$ cat src/rtl/alu_pkg.sv
// Shared definitions for the 4-bit ALU and its wide operand sequencer:
// op encodings, slice width, sequencer FSM states and op classification helpers.
package alu_pkg;

    localparam int unsigned SLICE_W = 4;

    localparam logic [2:0] OP_ADD = 3'b000;
    localparam logic [2:0] OP_SUB = 3'b001;
    localparam logic [2:0] OP_NOT = 3'b010;
    localparam logic [2:0] OP_AND = 3'b011;
    localparam logic [2:0] OP_OR  = 3'b100;
    localparam logic [2:0] OP_XOR = 3'b101;
    localparam logic [2:0] OP_LT  = 3'b110;
    localparam logic [2:0] OP_EQ  = 3'b111;

    typedef enum logic [1:0] {
        StIdle,
        StRun,
        StDone
    } seq_state_e;

    // LT and EQ compare whole operands and cannot be computed slice by slice.
    function automatic logic op_supported(input logic [2:0] op);
        return (op != OP_LT) && (op != OP_EQ);
    endfunction

    function automatic logic op_is_arith(input logic [2:0] op);
        return (op == OP_ADD) || (op == OP_SUB);
    endfunction

endpackage

$ cat src/rtl/alu_wide_seq_if.sv
// Command and response handshake channels of the wide ALU sequencer.
// master is the requester side, slave is the sequencer side.
interface alu_wide_seq_if #(
    parameter int unsigned WIDTH = 16
);
    logic             cmd_valid;
    logic             cmd_ready;
    logic [2:0]       cmd_op;
    logic             cmd_cin;
    logic [WIDTH-1:0] cmd_a;
    logic [WIDTH-1:0] cmd_b;

    logic             rsp_valid;
    logic             rsp_ready;
    logic [WIDTH-1:0] rsp_result;
    logic             rsp_carry;
    logic             rsp_zero;
    logic             rsp_overflow;
    logic             rsp_err;

    modport master (
        output cmd_valid, cmd_op, cmd_cin, cmd_a, cmd_b, rsp_ready,
        input  cmd_ready, rsp_valid, rsp_result, rsp_carry, rsp_zero, rsp_overflow, rsp_err
    );

    modport slave (
        input  cmd_valid, cmd_op, cmd_cin, cmd_a, cmd_b, rsp_ready,
        output cmd_ready, rsp_valid, rsp_result, rsp_carry, rsp_zero, rsp_overflow, rsp_err
    );

endinterface

$ cat src/rtl/alu_wide_seq.sv
// Wide operand sequencer: feeds a 4-bit combinational ALU one slice per cycle, LSB first,
// chaining carry for ADD/SUB, and returns the assembled result over a valid/ready channel.
module alu_wide_seq
    import alu_pkg::*;
#(
    parameter int unsigned WIDTH = 16
) (
    input  logic               clk,
    input  logic               rst_n,
    alu_wide_seq_if.slave      bus,
    output logic [2:0]         alu_op,
    output logic               alu_in_c,
    output logic [SLICE_W-1:0] alu_in_x,
    output logic [SLICE_W-1:0] alu_in_y,
    input  logic [SLICE_W-1:0] alu_out_s,
    input  logic               alu_out_c,
    input  logic               alu_zero,
    input  logic               alu_overflow
);

    localparam int unsigned NSLICE = WIDTH / SLICE_W;
    localparam int unsigned IDX_W  = (NSLICE > 1) ? $clog2(NSLICE) : 1;
    localparam logic [IDX_W-1:0] LAST_IDX = IDX_W'(NSLICE - 1);

    seq_state_e       state_q, state_d;
    logic [IDX_W-1:0] idx_q, idx_d;
    logic [2:0]       op_q, op_d;
    logic             cin_q, cin_d;
    logic [WIDTH-1:0] a_q, a_d;
    logic [WIDTH-1:0] b_q, b_d;
    logic [WIDTH-1:0] result_q, result_d;
    logic             carry_q, carry_d;
    logic             zero_q, zero_d;
    logic             ovf_q, ovf_d;
    logic             err_q, err_d;
    int unsigned      lsb;

    always_ff @(posedge clk) begin
        if (!rst_n) begin
            state_q  <= StIdle;
            idx_q    <= '0;
            op_q     <= '0;
            cin_q    <= 1'b0;
            a_q      <= '0;
            b_q      <= '0;
            result_q <= '0;
            carry_q  <= 1'b0;
            zero_q   <= 1'b0;
            ovf_q    <= 1'b0;
            err_q    <= 1'b0;
        end else begin
            state_q  <= state_d;
            idx_q    <= idx_d;
            op_q     <= op_d;
            cin_q    <= cin_d;
            a_q      <= a_d;
            b_q      <= b_d;
            result_q <= result_d;
            carry_q  <= carry_d;
            zero_q   <= zero_d;
            ovf_q    <= ovf_d;
            err_q    <= err_d;
        end
    end

    always_comb begin
        state_d       = state_q;
        idx_d         = idx_q;
        op_d          = op_q;
        cin_d         = cin_q;
        a_d           = a_q;
        b_d           = b_q;
        result_d      = result_q;
        carry_d       = carry_q;
        zero_d        = zero_q;
        ovf_d         = ovf_q;
        err_d         = err_q;
        bus.cmd_ready = 1'b0;
        bus.rsp_valid = 1'b0;
        alu_op        = '0;
        alu_in_c      = 1'b0;
        alu_in_x      = '0;
        alu_in_y      = '0;
        lsb           = 32'(idx_q) * SLICE_W;

        unique case (state_q)
            StIdle: begin
                bus.cmd_ready = 1'b1;
                if (bus.cmd_valid) begin
                    op_d     = bus.cmd_op;
                    cin_d    = bus.cmd_cin;
                    a_d      = bus.cmd_a;
                    b_d      = bus.cmd_b;
                    result_d = '0;
                    carry_d  = 1'b0;
                    zero_d   = 1'b1;
                    ovf_d    = 1'b0;
                    idx_d    = '0;
                    if (op_supported(bus.cmd_op)) begin
                        err_d   = 1'b0;
                        state_d = StRun;
                    end else begin
                        err_d   = 1'b1;
                        state_d = StDone;
                    end
                end
            end
            StRun: begin
                alu_op   = op_q;
                alu_in_x = a_q[lsb +: SLICE_W];
                alu_in_y = b_q[lsb +: SLICE_W];
                // Slice 0 takes the command carry-in, later slices ripple the stored carry.
                if (op_is_arith(op_q)) begin
                    alu_in_c = (idx_q == '0) ? cin_q : carry_q;
                end
                result_d[lsb +: SLICE_W] = alu_out_s;
                carry_d = alu_out_c;
                zero_d  = zero_q & alu_zero;
                ovf_d   = alu_overflow;
                idx_d   = idx_q + 1'b1;
                if (idx_q == LAST_IDX) begin
                    state_d = StDone;
                end
            end
            StDone: begin
                bus.rsp_valid = 1'b1;
                if (bus.rsp_ready) begin
                    state_d = StIdle;
                end
            end
            default: state_d = StIdle;
        endcase
    end

    assign bus.rsp_result   = result_q;
    assign bus.rsp_carry    = carry_q;
    assign bus.rsp_zero     = zero_q;
    assign bus.rsp_overflow = ovf_q;
    assign bus.rsp_err      = err_q;

endmodule

$ cat src/flat_wrapper.sv
// flat-port wrapper written by rule: the top's interface ports become plain ports
module alu_wide_seq_flat import alu_pkg::*;
#(
    parameter int unsigned WIDTH = 16
)
  (clk, rst_n, alu_op, alu_in_c, alu_in_x, alu_in_y, alu_out_s, alu_out_c, alu_zero, alu_overflow, bus_cmd_valid, bus_cmd_op, bus_cmd_cin, bus_cmd_a, bus_cmd_b, bus_rsp_ready, bus_cmd_ready, bus_rsp_valid, bus_rsp_result, bus_rsp_carry, bus_rsp_zero, bus_rsp_overflow, bus_rsp_err);
  alu_wide_seq_if #(.WIDTH(WIDTH)) bus_i ();
  input  logic clk;
  input  logic rst_n;
  output logic [2:0] alu_op;
  output logic alu_in_c;
  output logic [SLICE_W-1:0] alu_in_x;
  output logic [SLICE_W-1:0] alu_in_y;
  input  logic [SLICE_W-1:0] alu_out_s;
  input  logic alu_out_c;
  input  logic alu_zero;
  input  logic alu_overflow;
  input wire logic [$bits(bus_i.cmd_valid)-1:0] bus_cmd_valid;
  input wire logic [$bits(bus_i.cmd_op)-1:0] bus_cmd_op;
  input wire logic [$bits(bus_i.cmd_cin)-1:0] bus_cmd_cin;
  input wire logic [$bits(bus_i.cmd_a)-1:0] bus_cmd_a;
  input wire logic [$bits(bus_i.cmd_b)-1:0] bus_cmd_b;
  input wire logic [$bits(bus_i.rsp_ready)-1:0] bus_rsp_ready;
  output wire logic [$bits(bus_i.cmd_ready)-1:0] bus_cmd_ready;
  output wire logic [$bits(bus_i.rsp_valid)-1:0] bus_rsp_valid;
  output wire logic [$bits(bus_i.rsp_result)-1:0] bus_rsp_result;
  output wire logic [$bits(bus_i.rsp_carry)-1:0] bus_rsp_carry;
  output wire logic [$bits(bus_i.rsp_zero)-1:0] bus_rsp_zero;
  output wire logic [$bits(bus_i.rsp_overflow)-1:0] bus_rsp_overflow;
  output wire logic [$bits(bus_i.rsp_err)-1:0] bus_rsp_err;
  assign bus_i.cmd_valid = bus_cmd_valid;
  assign bus_i.cmd_op = bus_cmd_op;
  assign bus_i.cmd_cin = bus_cmd_cin;
  assign bus_i.cmd_a = bus_cmd_a;
  assign bus_i.cmd_b = bus_cmd_b;
  assign bus_i.rsp_ready = bus_rsp_ready;
  assign bus_cmd_ready = bus_i.cmd_ready;
  assign bus_rsp_valid = bus_i.rsp_valid;
  assign bus_rsp_result = bus_i.rsp_result;
  assign bus_rsp_carry = bus_i.rsp_carry;
  assign bus_rsp_zero = bus_i.rsp_zero;
  assign bus_rsp_overflow = bus_i.rsp_overflow;
  assign bus_rsp_err = bus_i.rsp_err;
  alu_wide_seq #(.WIDTH(WIDTH)) u_core (.clk(clk), .rst_n(rst_n), .bus(bus_i), .alu_op(alu_op), .alu_in_c(alu_in_c), .alu_in_x(alu_in_x), .alu_in_y(alu_in_y), .alu_out_s(alu_out_s), .alu_out_c(alu_out_c), .alu_zero(alu_zero), .alu_overflow(alu_overflow));
endmodule
$ cat config.mk
export PLATFORM = sky130hd
export DESIGN_NAME = alu_wide_seq_flat
export DESIGN_NICKNAME = d
export VERILOG_FILES = /design/src/rtl/alu_pkg.sv /design/src/rtl/alu_wide_seq_if.sv /design/src/rtl/alu_wide_seq.sv /design/src/flat_wrapper.sv
export SDC_FILE = /design/constraint.sdc
export NUM_CORES = 1
export LEC_CHECK = 0
export BUFFER_PORTS_ARGS = -buffer_cell sky130_fd_sc_hd__buf_4
export CAP_MARGIN = 20
export CORE_ASPECT_RATIO = 0.6
export CORE_MARGIN = 1.5
export CORE_UTILIZATION = 51
export CTS_CLUSTER_DIAMETER = 120
export DETAILED_ROUTE_END_ITERATION = 10
export PLACE_DENSITY_LB_ADDON = 0.08
export SYNTH_ARGS = -nofsm -noshare
export SYNTH_HDL_FRONTEND = slang
export SYNTH_SLANG_ARGS = --single-unit
export TNS_END_PERCENT = 20
$ cat constraint.sdc
create_clock -name clk -period 2.35 [get_ports clk]
set_clock_uncertainty 0.15 [all_clocks]
set_input_delay 0.235 -clock clk [delete_from_list [all_inputs] [get_ports clk]]
set_output_delay 0.235 -clock clk [all_outputs]
set_load 0.005 [all_outputs]
==> run metrics, run 1 <==
Pwr Total=2.42 mW; Max Cap Viol=0; clk_lat worst skew=0.33 ns; Reg clk slew, reported paths=0.06 ns; placed cell count=429; H-tree Lvls=3; initial antenna violation count=0; DRC violations left=0; drt pass-1 iters=4; Netlist cell types=32; #FFs+latches synth=60; Die Height=59.5 um; final-report setup violation count=0; Worst Path Max Fanout=10; WS Path Type=reg2out; first-pass GRT wire length=10.6 mm; Clock Path Buffers=2; Layout Area Growth over Synthesis=36.6%; fraction of registers with async set/reset=0; routability congestion estimate=0.900; hold path depth=3; Slowest Stage Delay on Critical Path=0.56 ns; commonest non-fill, non-tap cell in the layout=nand2_1; Placeable Area=5080 um^2; clk root buf=clkbuf_8; largest net degree at the start of global routing=65; Post-Syn Instances=300; RSZ-0062 raised after global routing=no; CP arrival=1.78 ns; post-route non-filler standard cell count=464; Tmin final=2.17 ns; Max Fclk=462 MHz; Startpoint Class=flip-flop; TritonCTS clock tree=built; Synth Area per Inst=9.04 um^2; vias in the first global route=2,134; hold_ws=0.00984 ns; VDD IR max=0.347 mV; Via-to-Cell Ratio=5.14; Tot GR Track Use=0.239; Slowest-stage cell, CP=mux4_1; Die ar.=5780 um^2; crit end category=primary output; nets@finish=447; Worst Tran Pin Value=0.549 ns; Rows=20; IO Port Bufs=80; Die Width=97.1 um; total CTS buffers=9; top_reg_cell synth=dfxtp_1; ANT nets after route=0; via count=2,385; Final period util=0.921; CP Cell Sequence=buf_12 -> mux4_1 -> and2_1 -> buf_4; Cell Pwr Density=653 nW/um^2; post-synth net total=353; # IOs=81; grt total ovfl=0; relative slew slack=0.634; worst hold path class=in2reg; status=complete, no violations; Final Max Slew Viols=0; hpwl dp=4.41 mm; worst reg2reg path depth=3; Total Routed Length=6.67 mm; Cell Area, Synth=2710 um^2; initial drt markers=155; initial cell density of the core=0.534; Routed WL per cell=14.4 um; n_diodes=0; register area share after synthesis=0.443; EDFF count, synth=0; commonest cells after routing, fill and taps aside=nand2_1, buf_4, dfxtp_1; # clock sinks=60; leakage=1.57 nW; Final Hold Viols=0; Synth warnings=0; layout cells sized above 1=0.279; CP required=1.97 ns; post-route setup TNS=0 ns
## stage by stage
| stage | util | setup slack, ns | instance area, um^2 |
|---|---|---|---|
| 2_1_floorplan | - | 0.381 | 2710 |
| 3_3_place_gp | 0.650 | 0.474 | 3300 |
| 3_5_place_dp | 0.650 | 0.437 | 3300 |
| 4_1_cts | 0.729 | 0.0617 | 3700 |
| 5_1_grt | 0.729 | 0.0820 | 3700 |
| 6_report | 0.729 | 0.185 | 3700 |
## critical path, delay by kind of cell, from the launching register on
family / cells / cell delay, ns
buffers and inverters: 2 / 0.30
AND/OR/NAND/NOR: 1 / 0.17
multiplexers: 1 / 0.56
flip-flops: 1 / 0.42
## Yosys cell counts, drive strengths merged (2+ instances only)
cell type | number | area share
o22ai | 16 | 0.037
a21oi | 5 | 0.0092
inv | 3 | 0.0042
dfxtp | 60 | 0.44
nand2 | 102 | 0.14
clkbuf | 9 | 0.012
nor2 | 3 | 0.0042
nand2b | 2 | 0.0046
ha | 6 | 0.028
nor2b | 2 | 0.0046
and2 | 11 | 0.025
mux4 | 8 | 0.069
nand3 | 7 | 0.017
a21boi | 43 | 0.12
buf | 13 | 0.045
## registers in the layout, summed over array words and instances, names as in the netlist
register,flops
u_core.a_q,16
u_core.idx_q,2
u_core.b_q,16
u_core.bus.rsp_result,16
u_core.cin_q,1
u_core.bus.rsp_overflow,1
u_core.state_q,2
u_core.op_q,3
u_core.bus.rsp_err,1
u_core.bus.rsp_carry,1
u_core.bus.rsp_zero,1
## final timing paths
check	start	end	slack, ns
setup reg to reg	u_core.state_q[0]	u_core.bus.rsp_result[8]	0.48
setup / recovery	u_core.idx_q[0]	alu_in_x[3]	0.18
hold / removal	bus_cmd_b[0]	u_core.b_q[0]	0.01
hold reg to reg	u_core.op_q[0]	u_core.op_q[0]	0.30
## cell type report
cell class | count | area, um^2
clock buffers | 14 | 173
inverters | 3 | 11.3
multi-input cells | 215 | 1340
flip-flops and latches | 60 | 1200
clock inverters | 1 | 30.0
repair buffers | 105 | 863
well taps | 66 | 82.6
fillers | 392 | 1380
## metal layers
metal,track usage,part of all wire
met1,0.344,0.51
met2,0.354,0.40
met3,0.0672,0.073
met4,0.0683,0.011
met5,0,0
## power by group
part,internal (mW),total [mW],switching [mW]
Clock,0.572,0.948,0.376
Combinational,0.191,0.362,0.171
Sequential,1.07,1.11,0.0377
Total,1.83,2.42,0.585
## cell families after synthesis
group / after synthesis / share of synthesized area
AO/OA/AOI/OAI: 67 / 0.174
adder cells (fa/ha/maj): 6 / 0.0277
multiplexers: 9 / 0.0729
flip-flops: 60 / 0.443
AND/OR/NAND/NOR: 133 / 0.221
buffers and inverters: 25 / 0.0618
## timing repair
action,in CTS,in global routing
endpoints found under the setup margin,0,1
setup buffers,0,0
endpoints found under the hold margin,20,0
resized for setup,0,1
hold buffers,20,0
Power figures use the tool's default switching activity.
==> inputs of run 2 (changes only) <==
--- a/config.mk
+++ b/config.mk
@@ -5,7 +5,7 @@
 export SDC_FILE = /design/constraint.sdc
 export NUM_CORES = 1
 export LEC_CHECK = 0
-export BUFFER_PORTS_ARGS = -buffer_cell sky130_fd_sc_hd__buf_4
+export BUFFER_PORTS_ARGS = -buffer_cell sky130_fd_sc_hd__buf_2
 export CAP_MARGIN = 20
 export CORE_ASPECT_RATIO = 0.6
 export CORE_MARGIN = 1.5
==> run metrics, run 2 (synthesis results as in run 1) <==
status=complete, no violations; Post-CTS Setup Bufs=0; vias in the first global route=2,242; reg2reg start=u_core.idx_q[0]; Placed Area=3110 um^2; Tot GR Track Use=0.252; CP delay by family, top=multiplexers; FF-to-FF End=u_core.bus.rsp_result[4]; CP required=1.97 ns; worst hold path class=in2reg; IO Port Bufs=80; initial drt markers=149; final-report setup violation count=0; clk_lat worst skew=0.34 ns; Worst Path Max Fanout=10; leakage=1.59 nW; H-tree Lvls=3; Slowest Stage Delay on Critical Path=0.54 ns; first-pass GRT wire length=11.0 mm; commonest non-fill, non-tap cell in the layout=nand2_1; initial cell density of the core=0.534; nets@finish=464; Startpoint Class=flip-flop; n_diodes=0; Placeable Area=5080 um^2; Worst Tran Pin Value=0.504 ns; post-route non-filler standard cell count=481; beginning of the worst hold path=bus_cmd_b[3]; Final Hold Viols=0; Rows=20; hold path depth=3; grt total ovfl=0; clk root buf=clkbuf_8; RSZ-0062 raised after global routing=no; Clock Path Buffers=2; DRC violations left=0; CP arrival=1.88 ns; relative slew slack=0.663; Layout Area Growth over Synthesis=34.3%; VDD IR max=0.426 mV; total CTS buffers=9; routability congestion estimate=0.833; layout cells sized above 1=0.275; Final Max Slew Viols=0; Max Cap Viol=0; initial antenna violation count=0; # clock sinks=60; WS Path Type=reg2out; post-route setup TNS=0 ns; largest net degree at the start of global routing=44; placed cell count=432; Die ar.=5780 um^2; drt pass-1 iters=4; ANT nets after route=0; Slowest-stage cell, CP=mux4_1; TritonCTS clock tree=built; Die Width=97.1 um; Total Routed Length=6.90 mm; # IOs=81; Max Fclk=442 MHz; commonest cells after routing, fill and taps aside=nand2_1, buf_2, dfxtp_1; worst reg2reg path depth=5; Via-to-Cell Ratio=5.09; post-route cell area=3640 um^2; CP Cell Sequence=buf_6 -> mux4_1 -> and2_1 -> buf_2; Tmin final=2.26 ns; hpwl dp=4.48 mm; Die Height=59.5 um; via count=2,446; Reg clk slew, reported paths=0.06 ns; register-to-register setup slack=0.48 ns; Cell Pwr Density=638 nW/um^2; Routed WL per cell=14.3 um; crit end category=primary output; Buffers & Inverters on Critical Path=2; Hold EP=u_core.b_q[3]; Final period util=0.962
[run 2: cell count changes in the layout (fill, tap and decap cells not counted)]
cell           before  now
clkbuf_1            2    1
clkbuf_8           12   13
dfxtp_2             1    0
buf_12              2    1
bufinv_16           1    0
clkinv_2            0    1
buf_2               0   80
dfxtp_1            59   60
dlygate4sd3_1      20   34
buf_4              83    6
buf_6               0    1
[run 2: per-layer routing]
metal / wire (um) / share of wire / up-vias / global-route usage
met5: 0 / 0 / - / 0
met4: 63 / 0.0091 / 0 / 0.0807
met3: 400 / 0.058 / 9 / 0.0814
met2: 2980 / 0.43 / 86 / 0.390
met1: 3460 / 0.50 / 1116 / 0.339
li1: - / - / 1235 / -
[run 2: worst max path at each step]
| stage | slack (ns) | depth (start not counted) | from | end |
|---|---|---|---|---|
| final | 0.09 | 4 | u_core.idx_q[0] | alu_in_x[3] |
| after global routing | 0.002 | 4 | u_core.idx_q[0] | alu_in_x[3] |
| after CTS | 0.03 | 4 | u_core.idx_q[0] | alu_in_x[3] |
| after detailed placement | 0.42 | 4 | u_core.idx_q[0] | alu_in_x[3] |
| after global placement | 0.42 | 4 | u_core.idx_q[0] | alu_in_x[3] |
| after floorplan | 0.38 | 6 | u_core.idx_q[1] | u_core.bus.rsp_result[8] |
[run 2: worst min-delay path, stage by stage]
cell and delay, ns:
buf_2 0.10, nand2_1 0.05, a21boi_1 0.06
[run 2: timing repair]
action | in CTS | in global routing
hold buffers | 33 | 1
resized for setup | 0 | 1
endpoints found under the hold margin | 33 | 1
setup endpoints to repair | 0 | 2
[run 2: area by class of cell]
cell class                      count  area [um^2]
Multi-Input combinational cell    215         1340
Sequential cell                    60         1200
Clock buffer                       14          183
Clock inverter                      1         5.00
Inverter                            3         11.3
Tap cell                           66         82.6
Fill cell                         420         1440
Timing Repair Buffer              122          817
[run 2: stage by stage]
step                      hold WS [ns]  setup WS, ns  power, mW   util
after floorplan                  0.220         0.381       1.34      -
after global placement           0.287         0.424       1.43  0.612
after detailed placement         0.292         0.416       1.44  0.612
after CTS                      0.00122        0.0307       2.34  0.714
after global routing            0.0182       0.00172       2.44  0.717
final                          0.00904        0.0885       2.33  0.717
[run 2: power by group]
group          total, mW  switching, mW  internal, mW
Combinational      0.354          0.175         0.178
Sequential          1.11         0.0369          1.07
Clock              0.863          0.373         0.491
==> inputs of run 3 (changes only) <==
--- a/config.mk
+++ b/config.mk
@@ -7,9 +7,10 @@
 export LEC_CHECK = 0
 export BUFFER_PORTS_ARGS = -buffer_cell sky130_fd_sc_hd__buf_2
 export CAP_MARGIN = 20
-export CORE_ASPECT_RATIO = 0.6
+export CORE_ASPECT_RATIO = 1.2
 export CORE_MARGIN = 1.5
-export CORE_UTILIZATION = 51
+export CORE_UTILIZATION = 53
+export CTS_BUF_LIST = sky130_fd_sc_hd__clkbuf_2 sky130_fd_sc_hd__clkbuf_4 sky130_fd_sc_hd__clkbuf_8
 export CTS_CLUSTER_DIAMETER = 120
 export DETAILED_ROUTE_END_ITERATION = 10
 export PLACE_DENSITY_LB_ADDON = 0.08
==> run metrics, run 3 (synthesis results as in run 1) <==
Slowest Stage Delay on Critical Path=0.55 ns; Worst Tran Pin Value=0.404 ns; Final Max Slew Viols=0; Clock Path Buffers=2; ANT nets after route=0; combinational share of power=0.155; CP arrival=1.86 ns; largest net degree at the start of global routing=44; # IOs=81; Routed WL per cell=13.4 um; status=complete, no violations; via count=2,439; Pint=1.65 mW; Placed Area=3100 um^2; Max Cap Viol=0; initial antenna violation count=0; Die ar.=5560 um^2; register share of total power=0.490; Via-to-Cell Ratio=5.09; RSZ-0062 raised after global routing=no; Final Hold Viols=0; Buffers & Inverters on Critical Path=2; drt pass-1 iters=4; CP required=1.97 ns; hold_ws=0.0142 ns; post-route setup TNS=0 ns; Pwr Total=2.25 mW; PostCTS Resize Cnt=0; relative slew slack=0.730; hpwl dp=4.00 mm; IO Port Bufs=80; Die Width=68.3 um; grt total ovfl=0; crit end category=primary output; area of the multi-input gates=1340 um^2; H-tree Lvls=3; WS Path Type=reg2out; Max Fclk=446 MHz; Rows=28; initial drt markers=179; Tmin final=2.24 ns; commonest cells after routing, fill and taps aside=nand2_1, buf_2, dfxtp_1; Post-CTS Setup Bufs=0; clk root buf=clkbuf_8; Sw Ratio=0.268; Layout Area Growth over Synthesis=33.7%; Reg clk slew, reported paths=0.07 ns; CP Cell Sequence=buf_4 -> mux4_1 -> and2_1 -> buf_2; Total Routed Length=6.43 mm; clock network fraction of design power=0.354; leakage=1.60 nW; switching pwr=0.604 mW; Startpoint Class=flip-flop; Final period util=0.955; worst hold path class=in2reg; CP delay by family, top=multiplexers; VDD IR max=0.521 mV; total CTS buffers=9; clk_lat worst skew=0.34 ns; Slowest-stage cell, CP=mux4_1; initial cell density of the core=0.549; routability congestion estimate=0.824; final-report setup violation count=0; Die Height=81.4 um; vias in the first global route=2,336; commonest non-fill, non-tap cell in the layout=nand2_1; register area=1200 um^2; post-route cell area=3630 um^2; first-pass GRT wire length=10.5 mm; Cell Pwr Density=621 nW/um^2; # clock sinks=60; Placeable Area=4940 um^2; nets@finish=467; TritonCTS clock tree=built; layout cells sized above 1=0.279; DRC violations left=0; Tot GR Track Use=0.255; n_diodes=0; Worst Path Max Fanout=7; Fillers=387
## run 3: changes by cell type in the layout (fill, tap and decap cells not counted), moves of 2 or more
| cell | delta |
|---|---|
| buf_4 | +3 |
| dlygate4sd3_1 | +2 |
| clkinv_2 | +3 |
| clkbuf_8 | -4 |
| clkbuf_4 | +2 |
## run 3: worst min-delay path, delay by kind of cell
kind	cells	cell delay (ns)
buffers and inverters	1	0.12
AND/OR/NAND/NOR	1	0.06
AO/OA/AOI/OAI	1	0.05
## run 3: final cells by class
cell class	count	area share
clock buffer	11	0.0383
clock inverter	5	0.00794
inverter	3	0.00311
multi-input combinational	215	0.370
sequential	60	0.331
tap	60	0.0207
timing repair buffer	125	0.228
## run 3: what timing repair did
action | CTS | global route
hold buffers | 36 | 0
endpoints found under the setup margin | 0 | 0
hold endpoints to repair | 36 | 0
## run 3: worst paths after layout
path | from | endpoint | slack (ns) | cells past startpoint
worst max-delay path | u_core.idx_q[0] | alu_in_x[3] | 0.11 | 4
worst min-delay path | bus_cmd_op[2] | u_core.op_q[2] | 0.01 | 3
worst max register to register | u_core.state_q[0] | u_core.bus.rsp_result[9] | 0.50 | 3
worst min register to register | u_core.b_q[3] | u_core.b_q[3] | 0.30 | 2
## run 3: power by group through the flow
stage / registers [mW] / logic (mW) / clock network [mW]
2_1_floorplan: 1.12 / 0.225 / 0
3_3_place_gp: 1.13 / 0.298 / 0
3_5_place_dp: 1.13 / 0.303 / 0
4_1_cts: 1.10 / 0.349 / 0.813
5_1_grt: 1.11 / 0.391 / 0.858
6_report: 1.10 / 0.350 / 0.798
## run 3: routing by layer
layer | wire [um] | GRT usage | vias to the layer above
li1 | - | - | 1241
met1 | 2820 | 0.315 | 1128
met2 | 3270 | 0.433 | 61
met3 | 267 | 0.0637 | 9
met4 | 78 | 0.0800 | 0
met5 | 0 | 0 | -
## run 3: stage by stage
step / cells / utilization / setup slack, ns
floorplan: 300 / - / 0.381
global placement: 427 / 0.627 / 0.488
detailed placement: 427 / 0.627 / 0.480
CTS: 479 / 0.734 / 0.0987
global route: 479 / 0.734 / 0.00770
finish: 479 / 0.734 / 0.107
